<file path="config.mk">
export PLATFORM = sky130hd
export DESIGN_NAME = vdp_req_arbiter8
export DESIGN_NICKNAME = d
export VERILOG_FILES = /design/src/rtl/vdp_arb_pkg.sv /design/src/rtl/rr_pick8.sv /design/src/rtl/vdp_req_arbiter8.sv
export SDC_FILE = /design/constraint.sdc
export NUM_CORES = 1
export LEC_CHECK = 0
export ABC_AREA = 1
export CAP_MARGIN = 20
export CORE_MARGIN = 2
export CORE_UTILIZATION = 56
export DETAILED_ROUTE_END_ITERATION = 16
export HOLD_SLACK_MARGIN = 0.08
export PLACE_DENSITY = 0.8
export SLEW_MARGIN = 20
export SYNTH_ARGS = -nofsm -noshare
export SYNTH_HDL_FRONTEND = slang
export SYNTH_SLANG_ARGS = --single-unit
export TNS_END_PERCENT = 10
</file>
<file path="constraint.sdc">
create_clock -name clk -period 3.55 [get_ports clk]
set_input_delay 0.5325 -clock clk [delete_from_list [all_inputs] [get_ports clk]]
set_output_delay 0.5325 -clock clk [all_outputs]
set_load 0.005 [all_outputs]
</file>
<file path="src/rtl/vdp_arb_pkg.sv">
// Shared constants, state encoding and helpers for the 8-way VDP request arbiter.
package vdp_arb_pkg;

    localparam int unsigned NUM_REQ           = 8;
    localparam int unsigned SEL_W             = 3;
    localparam int unsigned DEFAULT_MAX_BURST = 16;

    typedef enum logic {
        ST_IDLE  = 1'b0,
        ST_GRANT = 1'b1
    } arb_state_e;

    // 3-to-8 decode matching the datapath select decode.
    function automatic logic [NUM_REQ-1:0] sel_onehot(input logic [SEL_W-1:0] s);
        sel_onehot = NUM_REQ'(1) << s;
    endfunction

endpackage

</file>
<file path="src/rtl/rr_pick8.sv">
// Combinational round-robin pick: first set request scanning ptr, ptr+1, ... (mod 8).
module rr_pick8
    import vdp_arb_pkg::*;
(
    input  logic [NUM_REQ-1:0] req,
    input  logic [SEL_W-1:0]   ptr,
    output logic [SEL_W-1:0]   idx,
    output logic               found
);

    logic [NUM_REQ-1:0] rot;
    logic [SEL_W-1:0]   off;
    logic               hit;

    // Rotate so ptr lands at bit 0; 3-bit index arithmetic wraps mod 8.
    always_comb begin
        rot = '0;
        for (int i = 0; i < int'(NUM_REQ); i++) begin
            rot[i] = req[SEL_W'(ptr + SEL_W'(i))];
        end
    end

    always_comb begin
        off = '0;
        hit = 1'b0;
        for (int i = 0; i < int'(NUM_REQ); i++) begin
            if (rot[i] && !hit) begin
                off = SEL_W'(i);
                hit = 1'b1;
            end
        end
    end

    assign idx   = SEL_W'(ptr + off);
    assign found = |req;

endmodule

</file>
<file path="src/rtl/vdp_req_arbiter8.sv">
// Round-robin 8-way port arbiter with burst-length limit and a mandatory turnaround gap.
// Optional macro VDP_ARB_PRIO0_EN: requester 0 wins IDLE arbitration and is never preempted.
module vdp_req_arbiter8
    import vdp_arb_pkg::*;
#(
    parameter int unsigned MAX_BURST = DEFAULT_MAX_BURST
) (
    input  logic               clk,
    input  logic               rst,
    input  logic [NUM_REQ-1:0] req,
    output logic [SEL_W-1:0]   sel,
    output logic [NUM_REQ-1:0] grant,
    output logic               gnt_valid,
    output logic               preempt
);

    localparam int unsigned       CNT_W   = $clog2(MAX_BURST + 1);
    localparam logic [CNT_W-1:0]  CNT_MAX = CNT_W'(MAX_BURST);
    localparam logic [CNT_W-1:0]  CNT_ONE = CNT_W'(1);

    arb_state_e         state_q, state_d;
    logic [SEL_W-1:0]   ptr_q, ptr_d;
    logic [CNT_W-1:0]   cnt_q, cnt_d;
    logic [SEL_W-1:0]   sel_d;
    logic [NUM_REQ-1:0] grant_d;
    logic               valid_d;
    logic               preempt_d;

    logic [SEL_W-1:0]   pick_idx;
    logic               pick_found;
    logic [SEL_W-1:0]   win_idx_c;
    logic               exempt_c;
    logic               owner_req_c;
    logic               others_req_c;
    logic               burst_done_c;
    logic               release_c;
    logic               force_c;

    rr_pick8 u_pick (
        .req   (req),
        .ptr   (ptr_q),
        .idx   (pick_idx),
        .found (pick_found)
    );

`ifdef VDP_ARB_PRIO0_EN
    // Display refresh fetch overrides the rotation and is immune to burst preemption.
    assign win_idx_c = req[0] ? '0 : pick_idx;
    assign exempt_c  = (sel == '0);
`else
    assign win_idx_c = pick_idx;
    assign exempt_c  = 1'b0;
`endif

    assign owner_req_c  = req[sel];
    assign others_req_c = |(req & ~sel_onehot(sel));
    assign burst_done_c = (cnt_q == CNT_MAX);
    assign release_c    = !owner_req_c;
    assign force_c      = burst_done_c && others_req_c && !exempt_c;

    // Next-state and registered-output values.
    always_comb begin
        state_d   = state_q;
        ptr_d     = ptr_q;
        cnt_d     = cnt_q;
        sel_d     = sel;
        grant_d   = grant;
        valid_d   = gnt_valid;
        preempt_d = 1'b0;

        case (state_q)
            ST_IDLE: begin
                grant_d = '0;
                valid_d = 1'b0;
                if (pick_found) begin
                    state_d = ST_GRANT;
                    sel_d   = win_idx_c;
                    grant_d = sel_onehot(win_idx_c);
                    valid_d = 1'b1;
                    cnt_d   = CNT_ONE;
                end
            end

            ST_GRANT: begin
                if (!burst_done_c) begin
                    cnt_d = cnt_q + CNT_ONE;
                end
                if (release_c || force_c) begin
                    // Voluntary release takes precedence, so preempt only on a forced end.
                    state_d   = ST_IDLE;
                    grant_d   = '0;
                    valid_d   = 1'b0;
                    cnt_d     = '0;
                    preempt_d = !release_c;
                    if (!exempt_c) begin
                        ptr_d = SEL_W'(sel + SEL_W'(1));
                    end
                end
            end

            default: begin
                state_d = ST_IDLE;
                grant_d = '0;
                valid_d = 1'b0;
            end
        endcase
    end

    always_ff @(posedge clk or posedge rst) begin
        if (rst) begin
            state_q   <= ST_IDLE;
            ptr_q     <= '0;
            cnt_q     <= '0;
            sel       <= '0;
            grant     <= '0;
            gnt_valid <= 1'b0;
            preempt   <= 1'b0;
        end else begin
            state_q   <= state_d;
            ptr_q     <= ptr_d;
            cnt_q     <= cnt_d;
            sel       <= sel_d;
            grant     <= grant_d;
            gnt_valid <= valid_d;
            preempt   <= preempt_d;
        end
    end

`ifndef SYNTHESIS
    a_grant_onehot0 : assert property (@(posedge clk) disable iff (rst) $onehot0(grant));
    a_grant_valid   : assert property (@(posedge clk) disable iff (rst) ((grant != '0) == gnt_valid));
    a_grant_sel     : assert property (@(posedge clk) disable iff (rst) (gnt_valid |-> (grant == sel_onehot(sel))));
`endif

endmodule
</file>
==> qor.yml <==
place.gp.congestion: 0.917
hold_viol: 0
cp_common_cell: "nand2_1"
detailed_place_hpwl_microns: 3020
synth_common_cells: "92 x nand2_1, 38 x nand3_1, 22 x dfrtp_1, 22 x inv_1"
critPathKind: "register to register"
synth_mux_area_share_pct: 0
total_power_w: 0.00219
numClockSinks: 22
cts_root_buf: "clkbuf_4"
layout.nets: 307
start_util_pct: 59.4
top_usage_layer: "met2"
ys_ff_latch: 22
ys_top_cells_by_area: "dfrtp_1 30%, nand2_1 19%, nand3_1 10%, ha_1 7.5%, inv_1 4.5%"
layout-drive-gt1-share_pct: 10.9
wl_per_cell_microns: 11.6
grt_use_met2_pct: 37.8
cp_max_fo: 9
synth_xor_xnor_area_share_pct: 3.83
fill_cells: 287
peakVddDrop_mv: 0.541
grt_usage_pct: 23.2
cts_buffer_depth: 2
ys.flop_type: "dfrtp_1"
syn-cell-area_sq_um: 1830
grt_max_degree: 23
finalMaxSlewViolations: 0
grt_pass1_wl_microns: 6600
synth_top_family_by_area: "simple AND/OR/NAND/NOR gates"
viasPerCell: 5.05
path_clk_slew_ps: 120
synth-simple-area-share_pct: 43.6
relSlewSlack_pct: 47.1
cts_tree: "done"
critPathRequiredTime_ps: 3760
setup_viol: 0
drc: 0
powerDensity_nw_per_um2: 1030
synth_top_area_share_pct: 30.1
skew_ps: 2.47
yosysTopAreaCell: "dfrtp_1"
min_path_cells: 2
finalSetupTns_ps: 0
worst-path-buf-inv: 4
dr.pass1.iters: 4
cts_buffers: 3
synthCells: 259
io_pins: 23
die_h_microns: 61.1
first_iter_violations: 72
antenna_found_initial: 0
fmax_ghz: 0.319
worst_slew_pin_slew_ps: 792
grt_pass1_vias: 1535
core-area_sq_um: 3080
cp_top_family: "adder cells"
post_cts_resized: 0
clk_latency_ps: 310
syn_nets: 281
num_vias: 1658
post-route-min-period_ps: 3130
die_area_sq_um: 3740
placement.io_buffers: 22
final_antenna_net_count: 0
h-tree-depth: 1
yosysUniqueCellTypes: 29
reg2reg_depth: 17
die_w_microns: 61.1
grt-ovfl-total: 0
status: "completed"
synth_warnings: 0
cp_cell_sequence: "inv_6 > ha_1 > inv_2 > nand3_1 > nand3_1 > nand2_1 > inv_1 > nand4_4 > o2111ai_1 > ha_1 > fa_1 > xor2_1 > inv_1 > nand3_2 > nand2_4 > nand2_1 > nand2_1"
synth-adder-area-share_pct: 8.62
async_flop_share_pct: 100
postCtsHoldBufs: 0
final_util_pct: 69.3
yosysSeqAreaShare_pct: 30.1
cp.depth: 17
grtUsageMet3_pct: 4.41
crit_path_end_kind: "register"
hold_path.class: "register to register"
cp.arrival_ps: 3340
wl_microns: 3800
p_leak_nw: 1.14
synth_edf_count: 0
syn_avg_cell_area_sq_um: 7.06
rsz0062_at_grt: "false"
cp-start-kind: "register"
area_growth_pct: 16.6
num_rows: 20
max_stage_delay_ps: 510
synth_most_common_cell: "nand2_1"
post_cts_buffers: 0
grt_util_met1_pct: 33.5
diodes: 0
synth-compound-area-share_pct: 6.78
slowest_stage: "dfrtp_1"
period_share_pct: 88.2
max_cap_viol_count: 0
[cells in the final DEF, fill, tap and decap left out, types with 2 or more instances in the layout]
cell and instances:
xnor2_1 5, o21ai_1 2, xor2_1 3, nand4_1 2, nand2_4 4, nor3_1 3, nor4_1 2, nor2_1 11
inv_2 4, dfrtp_1 22, nand3_1 38, inv_1 22, clkbuf_4 3, clkdlybuf4s50_1 22, nand2_2 10, ha_1 11
nand2_1 92, a21oi_1 4, o21ai_0 11, nand3_2 2, buf_4 2
[per-layer routing]
layer  part of all wire [%]  wire length [microns]
met4                      0                      0
met2                     47                   1790
met1                     50                   1900
met3                    3.0                    115
met5                      0                      0
[layout make-up]
type | count | area [sq um] | share of cell area (%)
multi-input combinational | 207 | 1150 | 53.9
sequential | 22 | 551 | 25.8
clock buffer | 4 | 36.3 | 1.70
timing repair buffer | 24 | 235 | 11.0
tap | 44 | 55.1 | 2.58
inverter | 27 | 106 | 4.99
[sequential cells by signal, summed over array words and instances (netlist names)]
name	cells
state_q	1
ptr_q	3
sel	3
cnt_q	5
grant	8
gnt_valid	1
preempt	1
[worst register-to-register path, cell delays in order, from the launching register on]
cell	delay (ps)
dfrtp_1	510
inv_6	90
ha_1	400
inv_2	70
nand3_1	110
nand3_1	80
nand2_1	160
inv_1	100
nand4_4	130
o2111ai_1	130
ha_1	210
fa_1	370
xor2_1	270
inv_1	90
nand3_2	150
nand2_4	70
nand2_1	60
nand2_1	50
[stage by stage]
step	std cells	hold WS [ps]	instance area, sq um	setup slack, ps
5_1_grt	328	518	2130	136
4_1_cts	328	494	2130	398
3_5_place_dp	324	465	2100	226
3_3_place_gp	324	462	2100	298
2_1_floorplan	259	465	1830	621
6_report	328	486	2130	418
[where the power goes]
part	internal (W)	switching (W)
Combinational	0.000580	0.00104
Clock	0.0000626	0.0000749
Sequential	0.000330	0.000107
Total	0.000973	0.00122
[path summary, 6_finish.rpt]
check                           startpoint  slack, ps         to
worst min-delay path             gnt_valid        490  gnt_valid
max in group asynchronous              rst       2410     sel[2]
worst max register to register    ptr_q[0]        420   grant[3]
worst max-delay path              ptr_q[0]        420   grant[3]
min in group asynchronous              rst        660   cnt_q[1]
worst min register to register   gnt_valid        490  gnt_valid
[kinds of logic (layout without fill, tap and decap cells)]
group / Yosys count / count (layout)
AO/OA/AOI/OAI: 20 / 20
XOR/XNOR: 8 / 8
adder cells (fa/ha/maj): 12 / 12
buffers and inverters: 30 / 55
flip-flops: 22 / 22
AND/OR/NAND/NOR: 167 / 167
(Power assumes the default switching activity.)
